**config.mk**
```make
export PLATFORM = sky130hd
export DESIGN_NAME = iddmm_res_collect
export DESIGN_NICKNAME = d
export VERILOG_FILES = /design/src/rtl/iddmm_res_collect_pkg.sv /design/src/rtl/iddmm_res_collect_buf.sv /design/src/rtl/iddmm_res_collect.sv
export SDC_FILE = /design/constraint.sdc
export NUM_CORES = 2
export LEC_CHECK = 0
export CAP_MARGIN = 20
export CORE_MARGIN = 2
export CORE_UTILIZATION = 34
export DETAILED_ROUTE_END_ITERATION = 12
export PLACE_DENSITY = 0.58
export SLEW_MARGIN = 30
export SYNTH_ARGS = -nofsm -noshare
export SYNTH_HDL_FRONTEND = slang
export SYNTH_SLANG_ARGS = --single-unit
```
**constraint.sdc**
```tcl
create_clock -name clk -period 15.35 [get_ports clk]
set_clock_uncertainty 0.15 [all_clocks]
set_input_delay 3.07 -clock clk [delete_from_list [all_inputs] [get_ports clk]]
set_output_delay 3.07 -clock clk [all_outputs]
set_load 0.02 [all_outputs]
```
**src/rtl/iddmm_res_collect_pkg.sv**
```systemverilog
// Shared IDDMM (iterative digit Montgomery multiplier) types and default sizes.
package iddmm_res_collect_pkg;

  // Default result word width and words per result frame.
  localparam int IDDMM_K = 128;
  localparam int IDDMM_N = 32;

  // Result collector states.
  typedef enum logic [1:0] {
    ST_IDLE    = 2'd0,
    ST_CAPTURE = 2'd1,
    ST_DRAIN   = 2'd2
  } res_state_e;

  // Even parity over a result word, for optional protection of stored words.
  function automatic logic word_parity(input logic [IDDMM_K-1:0] word);
    return ^word;
  endfunction

endpackage

```
**src/rtl/iddmm_res_collect_buf.sv**
```systemverilog
// N x K result storage: one synchronous write port, one combinational read port.
// Contents are intentionally not reset; only words written in the current
// frame are ever read back.
module iddmm_res_buf #(
  parameter int K      = 128,
  parameter int N      = 32,
  parameter int ADDR_W = $clog2(N)
) (
  input  logic              clk,
  input  logic              we_i,
  input  logic [ADDR_W-1:0] waddr_i,
  input  logic [K-1:0]      wdata_i,
  input  logic [ADDR_W-1:0] raddr_i,
  output logic [K-1:0]      rdata_o
);

  logic [K-1:0] mem_q [N];

  // Store the incoming word at the write index.
  always_ff @(posedge clk) begin
    if (we_i) begin
      mem_q[waddr_i] <= wdata_i;
    end
  end

  assign rdata_o = mem_q[raddr_i];

endmodule

```
**src/rtl/iddmm_res_collect.sv**
```systemverilog
// Collects one N-word Montgomery result frame from the iteration engine and
// replays it to a valid/ready consumer, flagging length and overflow errors.
module iddmm_res_collect
  import iddmm_res_collect_pkg::*;
#(
  parameter int K      = IDDMM_K,
  parameter int N      = IDDMM_N,
  parameter int ADDR_W = $clog2(N)
) (
  input  logic              clk,
  input  logic              rst,
  input  logic              task_grant,
  input  logic              task_end,
  input  logic [K-1:0]      task_res,
  output logic              busy,
  output logic              m_valid,
  input  logic              m_ready,
  output logic [K-1:0]      m_data,
  output logic [ADDR_W-1:0] m_idx,
  output logic              m_last,
  output logic              err_len,
  output logic              err_ovf,
  input  logic              err_clr
);

  // Word count needs one extra bit so that "N words written" is representable.
  localparam logic [ADDR_W:0]   N_CNT    = (ADDR_W+1)'(N);
  localparam logic [ADDR_W:0]   CNT_ONE  = (ADDR_W+1)'(1);
  localparam logic [ADDR_W-1:0] LAST_IDX = ADDR_W'(N-1);
  localparam logic [ADDR_W-1:0] PTR_ONE  = ADDR_W'(1);

  res_state_e        state_q;
  logic [ADDR_W:0]   wr_cnt_q;
  logic [ADDR_W:0]   wr_cnt_d;
  logic [ADDR_W-1:0] rd_ptr_q;
  logic              err_len_q;
  logic              err_ovf_q;

  logic              capture_s;
  logic              frame_done_s;
  logic              len_err_s;
  logic              ovf_s;
  logic              drain_s;
  logic              hs_s;
  logic [K-1:0]      rd_data_s;

  // Classify this cycle's upstream activity against the current word count.
  always_comb begin
    drain_s      = (state_q == ST_DRAIN);
    capture_s    = task_grant && !drain_s;
    wr_cnt_d     = wr_cnt_q + CNT_ONE;
    frame_done_s = capture_s && task_end && (wr_cnt_d == N_CNT);
    // Wrong end position, or the frame filled up without an end marker.
    len_err_s    = capture_s && ((task_end && (wr_cnt_d != N_CNT)) ||
                                 (!task_end && (wr_cnt_d == N_CNT)));
    ovf_s        = task_grant && drain_s;
    hs_s         = drain_s && m_ready;
  end

  // Frame FSM with write count and read pointer.
  always_ff @(posedge clk or posedge rst) begin
    if (rst) begin
      state_q  <= ST_IDLE;
      wr_cnt_q <= {(ADDR_W+1){1'b0}};
      rd_ptr_q <= {ADDR_W{1'b0}};
    end else begin
      case (state_q)
        ST_IDLE, ST_CAPTURE: begin
          if (len_err_s) begin
            // Discard the partial frame.
            state_q  <= ST_IDLE;
            wr_cnt_q <= {(ADDR_W+1){1'b0}};
          end else if (frame_done_s) begin
            state_q  <= ST_DRAIN;
            wr_cnt_q <= {(ADDR_W+1){1'b0}};
            rd_ptr_q <= {ADDR_W{1'b0}};
          end else if (capture_s) begin
            state_q  <= ST_CAPTURE;
            wr_cnt_q <= wr_cnt_d;
          end else begin
            state_q  <= state_q;
            wr_cnt_q <= wr_cnt_q;
          end
        end
        ST_DRAIN: begin
          if (hs_s) begin
            if (rd_ptr_q == LAST_IDX) begin
              state_q  <= ST_IDLE;
              rd_ptr_q <= {ADDR_W{1'b0}};
            end else begin
              rd_ptr_q <= rd_ptr_q + PTR_ONE;
            end
          end else begin
            rd_ptr_q <= rd_ptr_q;
          end
        end
        default: begin
          state_q  <= ST_IDLE;
          wr_cnt_q <= {(ADDR_W+1){1'b0}};
          rd_ptr_q <= {ADDR_W{1'b0}};
        end
      endcase
    end
  end

  // Sticky error flags; a new error event wins over a simultaneous clear.
  always_ff @(posedge clk or posedge rst) begin
    if (rst) begin
      err_len_q <= 1'b0;
      err_ovf_q <= 1'b0;
    end else begin
      if (len_err_s) begin
        err_len_q <= 1'b1;
      end else if (err_clr) begin
        err_len_q <= 1'b0;
      end else begin
        err_len_q <= err_len_q;
      end
      if (ovf_s) begin
        err_ovf_q <= 1'b1;
      end else if (err_clr) begin
        err_ovf_q <= 1'b0;
      end else begin
        err_ovf_q <= err_ovf_q;
      end
    end
  end

  iddmm_res_buf #(
    .K      (K),
    .N      (N),
    .ADDR_W (ADDR_W)
  ) u_buf (
    .clk     (clk),
    .we_i    (capture_s),
    .waddr_i (wr_cnt_q[ADDR_W-1:0]),
    .wdata_i (task_res),
    .raddr_i (rd_ptr_q),
    .rdata_o (rd_data_s)
  );

  // Outputs decode only registered state, so they are glitch-free and held
  // stable across stalls (rd_ptr only moves on a handshake).
  assign busy    = (state_q != ST_IDLE);
  assign m_valid = drain_s;
  assign m_idx   = drain_s ? rd_ptr_q : {ADDR_W{1'b0}};
  assign m_last  = drain_s && (rd_ptr_q == LAST_IDX);
  assign m_data  = drain_s ? rd_data_s : {K{1'b0}};
  assign err_len = err_len_q;
  assign err_ovf = err_ovf_q;

endmodule

```
==> results.yml <==
run_status:
  outcome: "finished, final reports clean"
pwr:
  p_per_area_nw_per_um2: 159
  p_leak_nw: 53.4
  peakVddDrop_mv: 0.154
cells_and_area:
  finalNonFillerCells: 13562
  layout_common_cells: "edfxtp_1 (4096), mux4_2 (960), mux2i_1 (576), clkbuf_16 (423), clkdlybuf4s50_1 (145)"
  drive_above_1_share_pct: 25.7
  area.growth.synth_to_final_pct: 14.7
  fin_nets: 7193
  layout_commonest_cell: "edfxtp_1"
  n_fill_cell: 40449
synth:
  syn_nets: 6704
  syn_area_per_cell_um2: 23.9
  seq_area_frac_synth_pct: 78.8
  async_reset_ff_share_pct: 0.365
  syn_inst: 6563
  yosys-top-cells-area: "edfxtp_1 (79%), mux4_2 (14%), mux2i_1 (3.7%)"
  yosysTopAreaCellShare_pct: 78.6
  synth-edff-count: 4096
  syn-cell-area_um2: 157000
  yosysTopAreaCell: "edfxtp_1"
  synth_ff_type: "edfxtp_1"
  yosys_warnings: 0
  synth_cell_types: 52
  ys_seq_elements: 4111
drt:
  postRouteAntennaNets: 0
  drt-total-wl_um: 414000
  viasPerCell: 5.38
  drt-wirelength-per-cell_um: 30.5
  vias: 72963
  detail_route.iter0.violations: 7200
  first_pass_iters: 6
  drcViolationCount: 0
worst_setup_path:
  worstPathArrival_ps: 5840
  critical_path_class: "reg2out"
  setup.worst_path.start_class: "flip-flop"
  critPathCaptureType: "output pin"
  required_ps: 12130
  critPathMaxFanout: 38
floorplan:
  dieHeight_um: 683
  start_util_pct: 34.1
  core_um2: 459000
  dieArea_um2: 466000
  rows: 249
  ioPinCount: 272
  die_w_um: 683
timing:
  finalCritPeriodShare_pct: 59.0
  timing.slew.headroom_pct: 27.2
  grt_setup_unrepaired: "no"
  tns_ps: 0
  min_period_ps: 9060
  max_freq_mhz: 110
  drv_slew: 0
  worstMarginPinSlew_ps: 1090
  finalHoldViolations: 0
  setup_viol: 0
clocking:
  root_buffer: "clkbuf_16"
  cts_made_buffers: 418
  htree_levels: 5
  ctsHoldBuffers: 0
  clock_sinks: 4111
  cts_tree: "yes"
  clockBufferDepth: 4
  cts_resized: 0
  post_cts_buffers: 0
  clock_latency_ps: 980
  path_clk_slew_ps: 60
global_routing:
  grt_max_degree: 116
  grt_usage_pct: 17.4
  grt_pass1_wl_um: 576000
  grt-ovfl-total: 0
  antenna_found_initial: 75
  first_global_vias: 74355
place:
  dp_cells: 12778
  gp_congestion: 0.716
  portBuffers: 271
  dp_hpwl_um: 200000
min_path:
  hold_path_class: "reg2reg"
flow_run:
  cap_viol_max_count: 0
state kept, by name, indices dropped and copies added (netlist names):
register	cells
state_q	2
wr_cnt_q	6
err_ovf	1
u_buf.mem_q	4096
rd_ptr_q	5
err_len	1
kinds of logic (layout without fill, tap and decap cells):
family / count (synthesis) / count (layout) / synth area share, %
DFF: 4111 / 4111 / 78.8
buffers and inverters: 369 / 1195 / 1.11
xor gates and xnor gates: 4 / 4 / 0.0224
adders and majority gates: 7 / 7 / 0.0559
and+or+nand+nor: 129 / 129 / 0.399
other: 0 / 24 / 0
AOI/OAI and AO/OA: 397 / 397 / 2.04
muxes: 1546 / 1546 / 17.6
metal layers:
metal / global-route usage [%] / vias to the layer above / part of all wire, %
li1: - / 29385 / -
met1: 23.3 / 40606 / 42
met2: 29.8 / 2379 / 51
met3: 2.29 / 567 / 5.2
met4: 4.49 / 26 / 2.3
met5: 0 / - / 0.038
per-stage QoR:
step / cell area (um2) / hold slack, ps / util (%) / setup WS (ps) / power [mW]
2_1_floorplan: 157000 / 306 / - / 5810 / 17.9
3_3_place_gp: 167000 / 328 / 36.4 / 6980 / 19.3
3_5_place_dp: 167000 / 351 / 36.4 / 7190 / 19.4
4_1_cts: 180000 / 364 / 39.2 / 6150 / 28.9
5_1_grt: 180000 / 391 / 39.1 / 5970 / 29.7
6_report: 180000 / 355 / 39.1 / 6290 / 28.6
area by class of cell:
type	count	area (um2)	area share, %
well taps	6149	7690	4.28
multi-input cells	2083	31700	17.7
clock buffers	542	11000	6.14
clock inverters	215	1750	0.974
flip-flops and latches	4111	123000	68.7
diodes	24	60.1	0.0334
repair buffers	433	3910	2.17
inverters	5	18.8	0.0105
worst paths after layout:
path | slack, ps | to | start | depth (start not counted)
max | 6290 | m_data[7] | state_q[1]$_DFFE_PP0P_ | 9
min | 360 | wr_cnt_q[5]$_DFFE_PP0P_ | wr_cnt_q[5]$_DFFE_PP0P_ | 2
max reg2reg | 10450 | u_buf.mem_q[7][31]$_DFFE_PP_ | state_q[1]$_DFFE_PP0P_ | 8
min reg2reg | 360 | wr_cnt_q[5]$_DFFE_PP0P_ | wr_cnt_q[5]$_DFFE_PP0P_ | 2
max in group asynchronous | 11880 | rd_ptr_q[1]$_DFFE_PP0P_ | rst | 2
min in group asynchronous | 2460 | wr_cnt_q[5]$_DFFE_PP0P_ | rst | 2
synth_stat cells (3+ instances only):
master     number
a2111oi_0       9
a211oi_1        9
a21oi_1         5
a22o_1          3
a22oi_1        47
and2_1          8
buf_1          29
buf_2         138
buf_4          47
clkbuf_1      149
dfrtp_1        15
edfxtp_1     4096
ha_1            7
inv_1           5
mux2_2         10
mux2i_1       576
mux4_2        960
nand2_1        18
nand2b_1        5
nand3b_1        3
nor2_1         59
nor2b_1         3
nor3_1         10
nor3b_1         3
o211ai_1       46
o21ai_0        61
o21ai_1         3
o221a_2        45
o221ai_1       73
o22a_1         74
o22ai_1        10
or3_1          11
worst max-delay path: stages, from the launching register on:
cell and delay, ps:
dfrtp_1 470, nand2b_1 360, inv_1 240, and2_1 280, nand2b_4 490, buf_4 830
buf_4 820, o22a_1 310, o221ai_1 310, clkdlybuf4s50_1 670
power breakdown:
group	total (mW)	switching, mW	internal [mW]
clock	9.60	4.21	5.40
sequential	12.9	0.135	12.7
combinational	6.11	3.17	2.94
Note: power is estimated with default switching activity, not from simulation.
